### src/rtl/alu_pkg.sv
// alu_pkg: op codes and FSM state encoding shared by the ALU control decoder and the execute stage
package alu_pkg;
    localparam logic [3:0] ALU_ADD         = 4'd0;
    localparam logic [3:0] ALU_SUB         = 4'd1;
    localparam logic [3:0] ALU_AND         = 4'd2;
    localparam logic [3:0] ALU_OR          = 4'd3;
    localparam logic [3:0] ALU_XOR         = 4'd4;
    localparam logic [3:0] ALU_NOR         = 4'd5;
    localparam logic [3:0] ALU_SLL         = 4'd6;
    localparam logic [3:0] ALU_SRL         = 4'd7;
    localparam logic [3:0] ALU_ILLEGAL_MIN = 4'd8;

    typedef enum logic [1:0] {
        ST_IDLE,
        ST_SHIFT,
        ST_DONE
    } state_t;
endpackage

### src/rtl/alu_core_comb.sv
// alu_core_comb: single-cycle add/sub/and/or/xor/nor with signed overflow; other op codes give 0
module alu_core_comb
    import alu_pkg::*;
#(
    parameter int DW = 32
) (
    input  logic [3:0]    op,
    input  logic [DW-1:0] a,
    input  logic [DW-1:0] b,
    output logic [DW-1:0] res,
    output logic          ovf
);
    logic          sub;
    logic          arith;
    logic [DW-1:0] b_eff;
    logic [DW-1:0] sum;

    assign sub   = op == ALU_SUB;
    assign arith = op == ALU_ADD || sub;
    assign b_eff = sub ? ~b : b;
    assign sum   = a + b_eff + DW'(sub);
    assign res   = arith         ? sum
                 : op == ALU_AND ? a & b
                 : op == ALU_OR  ? a | b
                 : op == ALU_XOR ? a ^ b
                 : op == ALU_NOR ? ~(a | b)
                 : '0;
    assign ovf   = arith && a[DW-1] == b_eff[DW-1] && sum[DW-1] != a[DW-1];
endmodule

### src/rtl/alu_exec_seq.sv
// alu_exec_seq: valid/ready execute-stage ALU with a one-bit-per-cycle iterative shifter
module alu_exec_seq
    import alu_pkg::*;
#(
    parameter int DW  = 32,
    parameter int SHW = 5
) (
    input  logic           clk,
    input  logic           rst_n,
    input  logic           in_valid,
    output logic           in_ready,
    input  logic [3:0]     alu_ctrl,
    input  logic [DW-1:0]  a,
    input  logic [DW-1:0]  b,
    input  logic [SHW-1:0] shamt,
    output logic           out_valid,
    input  logic           out_ready,
    output logic [DW-1:0]  result,
    output logic           zero,
    output logic           ovf,
    output logic           illegal
);
    state_t         state;
    state_t         state_nx;
    logic [DW-1:0]  sh_reg;
    logic [DW-1:0]  sh_nx;
    logic [DW-1:0]  core_res;
    logic [DW-1:0]  acc_res;
    logic [SHW-1:0] cnt;
    logic           sh_left;
    logic           core_ovf;
    logic           is_shift;
    logic           illegal_op;
    logic           start_shift;
    logic           accept;
    logic           last_shift;

    alu_core_comb #(.DW(DW)) u_core (
        .op  (alu_ctrl),
        .a   (a),
        .b   (b),
        .res (core_res),
        .ovf (core_ovf)
    );

    assign is_shift    = alu_ctrl == ALU_SLL || alu_ctrl == ALU_SRL;
    assign illegal_op  = alu_ctrl >= ALU_ILLEGAL_MIN;
    assign start_shift = is_shift && shamt != '0;
    assign accept      = in_valid && in_ready;
    assign acc_res     = is_shift ? b : core_res;
    assign sh_nx       = sh_left ? sh_reg << 1 : sh_reg >> 1;
    assign last_shift  = state == ST_SHIFT && cnt == SHW'(1);

    // handshake outputs and next state; a completed result may be replaced in the same cycle it is taken
    always_comb begin
        in_ready  = rst_n && (state == ST_IDLE || (state == ST_DONE && out_ready));
        out_valid = rst_n && state == ST_DONE;
        state_nx  = state;
        if (accept) state_nx = start_shift ? ST_SHIFT : ST_DONE;
        else if (state == ST_SHIFT) state_nx = last_shift ? ST_DONE : ST_SHIFT;
        else if (state == ST_DONE && out_ready) state_nx = ST_IDLE;
    end

    // state, shift register/counter and the held result with its flags
    always_ff @(posedge clk) begin
        if (!rst_n) begin
            state   <= ST_IDLE;
            sh_reg  <= '0;
            cnt     <= '0;
            sh_left <= 1'b0;
            result  <= '0;
            zero    <= 1'b0;
            ovf     <= 1'b0;
            illegal <= 1'b0;
        end else begin
            state <= state_nx;
            if (accept && start_shift) begin
                sh_reg  <= b;
                cnt     <= shamt;
                sh_left <= alu_ctrl == ALU_SLL;
            end else if (accept) begin
                result  <= acc_res;
                zero    <= acc_res == '0;
                ovf     <= core_ovf;
                illegal <= illegal_op;
            end else if (state == ST_SHIFT) begin
                sh_reg <= sh_nx;
                cnt    <= cnt - SHW'(1);
                if (last_shift) begin
                    result  <= sh_nx;
                    zero    <= sh_nx == '0;
                    ovf     <= 1'b0;
                    illegal <= 1'b0;
                end
            end
        end
    end
endmodule
### config.mk
export PLATFORM = sky130hd
export DESIGN_NAME = alu_exec_seq
export DESIGN_NICKNAME = d
export VERILOG_FILES = /design/src/rtl/alu_pkg.sv /design/src/rtl/alu_core_comb.sv /design/src/rtl/alu_exec_seq.sv
export SDC_FILE = /design/constraint.sdc
export NUM_CORES = 1
export LEC_CHECK = 0
export BUFFER_PORTS_ARGS = -buffer_cell sky130_fd_sc_hd__buf_2
export CAP_MARGIN = 15
export CORE_MARGIN = 3
export CORE_UTILIZATION = 30
export DETAILED_ROUTE_END_ITERATION = 10
export GPL_TIMING_DRIVEN = 1
export SKIP_CTS_REPAIR_TIMING = 1
export SYNTH_ARGS = -nofsm -noshare
export SYNTH_HDL_FRONTEND = slang
export SYNTH_SLANG_ARGS = --single-unit
### constraint.sdc
create_clock -name clk -period 10 [get_ports clk]
set_clock_uncertainty 0.05 [all_clocks]
set_input_delay 3 -clock clk [delete_from_list [all_inputs] [get_ports clk]]
set_output_delay 3 -clock clk [all_outputs]
set_load 0.01 [all_outputs]
# Word level (Yosys, flattened, before mapping)

Index checks and enable logic that the tools add are counted.

Output and inout port bits: 37
Memories kept: 0
Memory bits (writable): 0
Bits in latches: 0
Bits in registers: 75
ROM bits: 0
Word-level logic and storage cells: 83
Bits of input ports: 77

$lt $le $gt $ge: 1
Reduce and logical (&&, ||, !) cells: 23
Bitwise operators: 6
Eq/ne operators: 13
$add $sub $neg: 3
Shifts and indexed selects: 0
Multipliers: 0
Mux-type cells: 29
Divide/modulo/power cells: 0

Operators with widths:

| kind                | count |
|---|---|
| $mux 32             | 14 |
| $logic_not 32->1    | 2 |
| $not 32->32         | 2 |
| $add 32x1->32       | 1 |
| $add 32x32->32      | 1 |
| $and 32x32->32      | 1 |
| $or 32x32->32       | 1 |
| $xor 32x32->32      | 1 |
| $eq 4x3->1 const B  | 4 |
| $mux 5              | 3 |
| $mux 2              | 5 |
| $logic_and 1x1->1   | 9 |
| $eq 4x2->1 const B  | 2 |
| $mux 1              | 7 |
| $reduce_bool 2->1   | 3 |
| $eq 5x1->1 const B  | 1 |
| $reduce_bool 5->1   | 1 |
| $sub 5x1->5 const B | 1 |
| $eq 4x1->1 const B  | 1 |
| $ge 4x4->1 const B  | 1 |
| $logic_not 4->1     | 1 |
| $logic_or 1x1->1    | 3 |
| $reduce_and 3->1    | 1 |
| $reduce_bool 3->1   | 1 |
| other kinds (8)     | 8 |

# Logic depth before layout (Yosys ltp)

Gate-level depths: netlist (run 1).

Word-level depth: 10
Mapped depth: 16
Gate-level depth less buffers: 14

# Modules after synthesis

From an unflattened synthesis (run 1), not the netlist that was laid out.

Cell total of the unflattened synthesis: 1196
Area, all modules: 8768.4 um^2

By module, submodules not included:

| module        | sequential area each (um^2) | cells an instance | instances | area an instance (um^2) |
|---|---|---|---|---|
| alu_exec_seq  | 1501.4                      | 551               | 1         | 4425.5 |
| alu_core_comb | 0.0                         | 645               | 1         | 4342.9 |

# Worst setup path after synthesis (run 1)

Ideal clock, no wire load.

Path type: in2reg
From: input alu_ctrl[3]
To: register zero
Required time: 9854 ps
Cell stages on the path: 14
Arrival: 6537 ps
Library setup time: 96 ps
Path buffers: 2
Slack: 3317 ps
Cell sequence: buf_2 -> nor4b_4 -> buf_1 -> xnor2_1 -> ha_1 -> and3b_1 -> a221o_2 -> nand4_2 -> a31oi_2 -> a311o_1 -> a221oi_2 -> nor2_1 -> o311a_1 -> o41ai_2

Word-level cells in the longest chain between the ends: 9
Elaborated cells between the ends (all ways): 25
Classes of those cells: 2 x add/sub; 7 x eq/ne; 8 x mux; 1 x bitwise; 7 x reduce/logical

Ends and longest elaborated chain:

| what                                                                   | line               | RTL |
|---|---|---|
| start, declared                                                        | alu_exec_seq.sv:12 | `input logic [3:0] alu_ctrl,` |
| parallel branches: the longest is 9 deep, another holds $add 32x32->32 | --                 |  |
| end signal, assigned                                                   | alu_exec_seq.sv:72 | `zero <= 1'b0;` |
| end signal, assigned                                                   | alu_exec_seq.sv:83 | `zero <= acc_res == '0;` |
| end signal, assigned                                                   | alu_exec_seq.sv:91 | `zero <= sh_nx == '0;` |
| end, declared                                                          | alu_exec_seq.sv:19 | `output logic zero,` |

Several ways; the timed one is not identified.
A chain may end at the register's enable or synchronous reset.

# Worst setup path in the final report (run 1)

From: input alu_ctrl[0]
To: register zero

The elaborated chain is that of the path after synthesis.

==> flow_summary.yaml, run 1 <==
run_status:
  status: "completed"
worst_setup_path:
  r2r_cells: 10
  cp_cell_sequence: "buf_2 -> nor4b_4 -> buf_4 -> xnor2_1 -> ha_1 -> a21o_1 -> a21oi_1 -> a211oi_1 -> o311ai_0 -> nand2_1 -> xnor2_1 -> a21oi_1 -> a2111oi_1 -> nand4b_1 -> o41ai_2"
  rr_startpoint: "state[0]"
  cp-start-kind: "primary input"
  required_ps: 10200
  r2r_end: "zero"
  critPathSlowestCell: "o311ai_0"
  endpoint_kind: "register"
  reg2reg_slack_ps: 6610
  worst_ep_arrival_time_ps: 7610
  critPathMaxFanout: 37
  critPathKind: "primary input to register"
  crit_path_start: "alu_ctrl[0]"
  slowest_delay_ps: 640
route:
  dr.first_iter.drc_count: 917
  drcViolationCount: 0
  wl_microns: 31100
  wl_met2_microns: 14800
  wl_met1_microns: 13500
  first_pass_iters: 5
  dr.max_layer_used: "met4"
  vias: 8811
  vias_per_cell: 5.57
  ant_nets: 0
  wl_met3_microns: 1990
  post_drt_wl_per_cell_microns: 19.6
worst_hold_path:
  whs_endpoint: "result[29]"
  holdPathStages: 2
  min_from: "result[29]"
  hold_class: "register to register"
pwr:
  power_density_mw_per_mm2: 103
  peakVddDrop_mv: 0.0802
  p_sw_frac: 0.374
  p_leak_uw: 0.00407
  p_int_uw: 612
  switchingPower_uw: 366
  power.share.sequential: 0.323
  combPwrFrac: 0.378
  clock_power_share: 0.300
synthesis:
  synth_common_cells: "140 x nor2_1, 115 x a21oi_1, 99 x ha_1"
  yosys_warnings: 0
  syn_avg_cell_area_sq_um: 7.32
  synth.largest_area_cell: "dfxtp_1"
  synth_nets: 1319
  yosysUniqueCellTypes: 72
  synth-main-ff-cell: "dfxtp_1"
  ys_seq_area_frac: 0.180
  synth-edff-count: 0
  synth_area_sq_mm: 0.00836
  syn_inst: 1142
  yosysMostFrequentCell: "nor2_1"
  ys_async_sr_fraction: 0
  ys_seq_elements: 75
  synthTopCellsByArea: "dfxtp_1 18%, ha_1 15%, a21oi_1 6.9%, nor2_1 6.3%, xnor2_1 4.4%"
  synth_top_area_share: 0.180
finish:
  drive_gt1_frac: 0.152
  antennaDiodeCount: 0
  regArea_sq_mm: 0.00150
  syn_to_final_growth_pct: 14.0
  multi_input_area_sq_mm: 0.00628
  fin_nets: 1384
  fillers: 3035
global_route:
  grt_pass1_wl_microns: 48300
  grt_pass1_vias: 8516
  grt.total_usage: 0.201
  grt_max_degree: 62
  antenna_found_initial: 0
  grt_overflow_total: 0
place:
  dp_hpwl_microns: 23800
  io_buffers: 113
  gp_congestion: 0.919
job:
  cap_violations: 0
die:
  rows: 60
  fp.dieW_microns: 173
  core-area_sq_mm: 0.0272
  start_util: 0.307
  die_h_microns: 173
  die_area_sq_mm: 0.0299
  io_pins: 114
sta:
  slew_headroom: 0.295
  period_share: 0.741
  rsz0062_at_grt: "false"
  min_period_ps: 7410
  tightest_slew_ps: 1060
  slew_viol_final: 0
  totalNegativeSetupSlack_ps: 0
  setup_viol: 0
  hold_ws_ps: 398
  max_freq_ghz: 0.135
  hold_viol_final: 0
clocking:
  cts.sinks: 75
  numCtsBuffers: 9
  cts_tree: "built"
  h-tree-depth: 3
  root_buffer: "clkbuf_16"
  clock_path_buffers: 2
  clk_pin_slew_ps: 60
  worstSkewPairLatency_ps: 340
metal layers:
metal,global-route usage,vias to the layer above
met3,0.0334,42
met5,0,-
met2,0.347,318
met1,0.261,4185
met4,0.0480,0
li1,-,4266
critical path, delay by kind of cell:
family,cells,cell delay [ps]
buf+inv,2,1110
xor+xnor,2,310
compound gates,7,2110
fa+ha+maj,1,390
simple gates,3,670
worst max path at each step:
stage               slack (ps)    to
global route              2320  zero
CTS                       2640  zero
floorplan                 3320  zero
global placement          2420  zero
finish                    2590  zero
detailed placement        2300  zero
cell usage in the layout, fill, tap and decap left out, types with 8 or more instances in the layout:
cell type,n
nand2_1,93
nand4_1,14
o211ai_1,15
nor3_1,24
a22oi_1,29
nor2b_1,10
xor2_1,8
xnor2_1,42
mux2_2,19
buf_2,113
o21ai_0,53
nor2_1,138
a21o_1,13
a221oi_1,30
mux2i_1,29
o22ai_1,12
buf_4,18
clkbuf_16,9
ha_1,99
inv_1,82
a211oi_1,22
nand3_1,16
dfxtp_1,75
a21oi_1,114
power by group through the flow:
stage | Clock [uW] | Combinational, uW | Sequential [uW]
6_report | 293 | 369 | 316
5_1_grt | 309 | 408 | 317
4_1_cts | 297 | 366 | 316
3_5_place_dp | 0 | 364 | 322
3_3_place_gp | 0 | 362 | 322
2_1_floorplan | 0 | 247 | 323
final cells by class:
cell class              count  share of cell area
clock buffers              10              0.0240
well taps                 372              0.0489
flip-flops and latches     75               0.158
clock inverters             5             0.00328
inverters                  83              0.0327
repair buffers            131              0.0736
multi-input cells         907               0.660
through the flow:
step           power (uW)  cells  cell area (sq um)  setup WS, ps   util
2_1_floorplan         571   1142               8360          3320      -
3_3_place_gp          684   1568               9260          2420  0.341
3_5_place_dp          686   1568               9260          2300  0.341
4_1_cts               979   1583               9520          2640  0.350
5_1_grt              1030   1583               9520          2320  0.350
6_report              978   1583               9520          2590  0.350
logic make-up after synthesis:
family / synth area share
compound gates: 0.286
simple gates: 0.197
buf+inv: 0.0735
fa+ha+maj: 0.151
flops: 0.180
xor+xnor: 0.0524
mux: 0.0603
No activity file was read; power rests on OpenSTA's default activity.
==> run 2: changes to the inputs <==
clock period = 7.4 ns   (was 10 ns; I/O delays follow)
==> run 2 against run 1 <==
Global-route usage about the same. Core utilization up 0.26 points. Sequential cell count is the same. Final area increased by 0.75%. Register-to-register slack got worse by 2500 ps. Setup slack worse by 1300 ps. Worst hold slack worse by 1.0 ps. Sequential power increased by 35%. Total power is 47% higher. Non-clock buffer count up 1. Highest routed layer unchanged.
==> flow_summary.yaml, run 2 (synthesis results as in run 1) <==
run_status:
  status: "completed"
place:
  dp_hpwl_microns: 23600
  gp_congestion: 0.971
  io_buffers: 113
  dp_cells: 1568
route:
  drcViolationCount: 0
  dr.first_iter.drc_count: 830
  ant_nets: 0
  post_drt_wl_per_cell_microns: 19.6
  first_pass_iters: 5
  wl_microns: 31100
  vias_per_cell: 5.66
  vias: 8966
worst_hold_path:
  holdPathStages: 2
  min_from: "result[21]"
  hold_class: "register to register"
  whs_endpoint: "result[21]"
finish:
  drive_gt1_frac: 0.154
  layout_common_cells: "138 x nor2_1, 114 x a21oi_1, 113 x buf_2"
  fin_cells: 1585
  antennaDiodeCount: 0
  fin_nets: 1385
  final_common_cell: "nor2_1"
  syn_to_final_growth_pct: 14.8
worst_setup_path:
  critPathMaxFanout: 32
  r2r_cells: 10
  critPathKind: "primary input to register"
  reg2reg_slack_ps: 4080
  r2r_end: "zero"
  required_ps: 7610
  endpoint_kind: "register"
  rr_startpoint: "state[0]"
  worst_ep_arrival_time_ps: 6320
  cp-start-kind: "primary input"
clocking:
  h-tree-depth: 3
  root_buffer: "clkbuf_16"
  clk_pin_slew_ps: 70
  clock_path_buffers: 2
  worstSkewPairLatency_ps: 340
  cts.sinks: 75
  cts_tree: "built"
  numCtsBuffers: 9
pwr:
  p_leak_uw: 0.00410
  peakVddDrop_mv: 0.102
  power_density_mw_per_mm2: 150
  power_uw: 1440
global_route:
  grt_overflow_total: 0
  grt.total_usage: 0.201
  grt_max_degree: 45
  grt_pass1_vias: 8580
  antenna_found_initial: 0
  grt_pass1_wl_microns: 48500
die:
  core-area_sq_mm: 0.0272
  rows: 60
  die_h_microns: 173
  die_area_sq_mm: 0.0299
  fp.dieW_microns: 173
  start_util: 0.307
  io_pins: 114
sta:
  tightest_slew_ps: 1020
  rsz0062_at_grt: "false"
  totalNegativeSetupSlack_ps: 0
  min_period_ps: 6120
  slew_headroom: 0.321
  period_share: 0.826
  hold_viol_final: 0
  setup_viol: 0
  slew_viol_final: 0
  max_freq_ghz: 0.164
job:
  cap_violations: 0
run 2: layer usage:
layer,global-route usage,routed length [microns],vias up
met5,0,0,-
met4,0.0645,1050,0
met3,0.0369,2010,74
met2,0.340,14600,320
met1,0.258,13400,4292
li1,-,-,4280
run 2: area by class of cell:
type | instances | area, sq um
clock inverters | 7 | 116
multi-input cells | 907 | 6270
inverters | 83 | 312
well taps | 372 | 465
flip-flops and latches | 75 | 1500
fillers | 2978 | 17600
clock buffers | 9 | 225
repair buffers | 132 | 708
run 2: stage by stage:
step / hold WS (ps) / util / instance area (sq um) / setup slack (ps)
5_1_grt: 436 / 0.353 / 9590 / 1030
2_1_floorplan: 383 / - / 8360 / 1500
3_5_place_dp: 392 / 0.340 / 9250 / 1010
4_1_cts: 400 / 0.353 / 9590 / 1370
6_report: 397 / 0.353 / 9590 / 1280
3_3_place_gp: 390 / 0.340 / 9250 / 1160
run 2: worst max-delay path by stage:
| stage | from | to | cells past startpoint |
|---|---|---|---|
| 3_5_place_dp | alu_ctrl[1] | zero | 15 |
| 5_1_grt | alu_ctrl[1] | zero | 15 |
| 2_1_floorplan | alu_ctrl[3] | zero | 14 |
| 6_report | alu_ctrl[1] | zero | 15 |
| 4_1_cts | alu_ctrl[1] | zero | 15 |
| 3_3_place_gp | alu_ctrl[1] | zero | 15 |
run 2: report_power, final:
group / total, uW / internal [uW] / leakage (uW) / switching [uW]
registers: 426 / 417 / 0.000608 / 9.17
logic: 500 / 187 / 0.00333 / 314
clock network: 509 / 329 / 0.000165 / 180
run 2: worst max-delay path, cell delays in order:
cell and delay (ps):
buf_2 120, nor4b_4 250, buf_4 500, xnor2_1 150
ha_1 400, a21o_1 220, a31o_2 270, nor2b_1 150
o311ai_0 670, nand2_1 210, xnor2_1 190, a21oi_1 110
a2111oi_1 460, nand4b_1 170, o41ai_2 210
==> run 3: changes to the inputs <==
ABC_AREA = 1   (was default)
clock period = 5.3 ns   (was 7.4 ns; I/O delays follow)
==> run 3 against run 2 <==
Core utilization fell by 0.087 points. Critical path depth is 7 higher. First-iteration DRC count grew 1.3%. Combinational power increased by 49%. Largest cell class unchanged. Sequential share of layout area is 0.95 points lower. Critical endpoint unchanged. Largest power group is now combinational cells.
==> flow_summary.yaml, run 3 <==
synthesis:
  yosysUniqueCellTypes: 45
  synth-edff-count: 0
  yosys_warnings: 0
  synth_top_area_share: 0.182
  synth_common_cells: "433 x nand2_1, 237 x inv_1, 145 x a21oi_1"
  synth.largest_area_cell: "nand2_1"
  ys_seq_area_frac: 0.168
  synth-main-ff-cell: "dfxtp_1"
  syn_avg_cell_area_sq_um: 5.88
  ys_seq_elements: 75
  synth_area_sq_mm: 0.00893
  synth_nets: 1696
  synthTopCellsByArea: "nand2_1 18%, dfxtp_1 17%, ha_1 14%, inv_1 10%, a21oi_1 8.1%"
  ys_async_sr_fraction: 0
  syn_inst: 1519
  yosysMostFrequentCell: "nand2_1"
clocking:
  root_buffer: "clkbuf_16"
  cts.sinks: 75
  clock_path_buffers: 2
  h-tree-depth: 3
  numCtsBuffers: 9
  worstSkewPairLatency_ps: 340
  cts_tree: "built"
  clk_pin_slew_ps: 60
worst_hold_path:
  min_from: "result[29]"
  hold_class: "register to register"
pwr:
  p_leak_uw: 0.00522
  peakVddDrop_mv: 0.139
  power_density_mw_per_mm2: 194
die:
  rows: 62
  core-area_sq_mm: 0.0290
  fp.dieW_microns: 179
  die_area_sq_mm: 0.0319
  start_util: 0.308
  die_h_microns: 179
  io_pins: 114
sta:
  max_freq_ghz: 0.223
  rsz0062_at_grt: "false"
  slew_viol_final: 0
  slew_headroom: 0.489
  tightest_slew_ps: 766
  hold_viol_final: 0
  totalNegativeSetupSlack_ps: 0
  setup_viol: 0
  min_period_ps: 4490
  period_share: 0.847
route:
  dr.first_iter.drc_count: 841
  vias: 9972
  ant_nets: 0
  drcViolationCount: 0
  first_pass_iters: 5
  post_drt_wl_per_cell_microns: 16.2
  vias_per_cell: 5.00
  wl_microns: 32300
worst_setup_path:
  worst_ep_arrival_time_ps: 4720
  required_ps: 5530
  endpoint_kind: "register"
  crit_path_start: "alu_ctrl[3]"
  critPathKind: "primary input to register"
  rr_startpoint: "state[1]"
  critPathMaxFanout: 31
  cp-start-kind: "primary input"
finish:
  utilization: 0.352
  antennaDiodeCount: 0
  drive_gt1_frac: 0.120
  layout_common_cells: "433 x nand2_1, 237 x inv_1, 145 x a21oi_1"
  final_common_cell: "nand2_1"
  fin_nets: 1783
  final_area_sq_mm: 0.0102
  syn_to_final_growth_pct: 14.4
place:
  io_buffers: 113
  dp_hpwl_microns: 26100
  gp_congestion: 0.966
  placed_area_sq_mm: 0.00990
global_route:
  antenna_found_initial: 0
  grt_overflow_total: 0
  grt_pass1_wl_microns: 50600
  grt.total_usage: 0.201
  grt_max_degree: 62
  grt_pass1_vias: 9233
job:
  cap_violations: 0
run_status:
  status: "completed"
-- run 3: cell count changes after synthesis, moves of 24 or more --
| cell | delta |
|---|---|
| mux2i_1 | -28 |
| a21oi_1 | +30 |
| xor2_1 | +24 |
| nand2_1 | +340 |
| nand3_1 | +70 |
| clkbuf_1 | -26 |
| inv_1 | +155 |
| xnor2_1 | -38 |
-- run 3: kinds of logic after synthesis --
| kind of cell | synth area share |
|---|---|
| compound gates | 0.190 |
| buf+inv | 0.132 |
| xor+xnor | 0.0353 |
| flops | 0.168 |
| simple gates | 0.331 |
| fa+ha+maj | 0.141 |
| mux | 0.00238 |
-- run 3: worst paths after layout --
check                                  end  slack [ps]  cells after the start
worst max-delay path                  zero         810                     22
worst min-delay path            result[29]         410                      2
worst max register to register  result[16]        2690                     12
worst min register to register  result[29]         410                      2
-- run 3: per-stage QoR --
stage	std cells	worst slack, ps	total power, uW	hold slack (ps)
floorplan	1519	1010	1100	394
global placement	1979	438	1340	403
detailed placement	1979	536	1350	404
CTS	1995	861	2000	413
global route	1995	547	2120	425
finish	1995	811	1990	409
-- run 3: where the power goes --
group / leakage, uW / switching, uW / internal, uW
registers: 0.000608 / 12.9 / 586
clock network: 0.000156 / 249 / 392
logic: 0.00446 / 500 / 246
total: 0.00522 / 762 / 1220
-- run 3: cell type report --
type                            instances  area, sq um
Sequential cell                        75         1500
Timing Repair Buffer                  135          743
Tap cell                              384          480
Clock buffer                           11          253
Multi-Input combinational cell       1139         6250
Clock inverter                          5         61.3
Fill cell                            3298        18800
Inverter                              246          923
-- run 3: critical path, cell delays in order --
cell	delay (ps)
buf_2	150
nor2_2	230
nand2_1	150
buf_12	200
xor2_1	180
ha_1	380
nand2_1	70
inv_1	90
nand2_1	110
nor2_1	240
nand4_1	250
nand4_1	160
nand2_1	60
nand2_1	120
nand3_1	150
nor2_1	130
nand3_1	100
nor2_1	100
nand2_1	50
nor2_1	90
nor2_1	40
nor2_1	70
-- run 3: layer usage --
layer | vias up | GRT usage | share of wire
met5 | - | 0 | 0
met4 | 0 | 0.0386 | 0.015
met3 | 30 | 0.0243 | 0.061
met2 | 347 | 0.330 | 0.46
met1 | 4538 | 0.285 | 0.47
li1 | 5057 | - | -
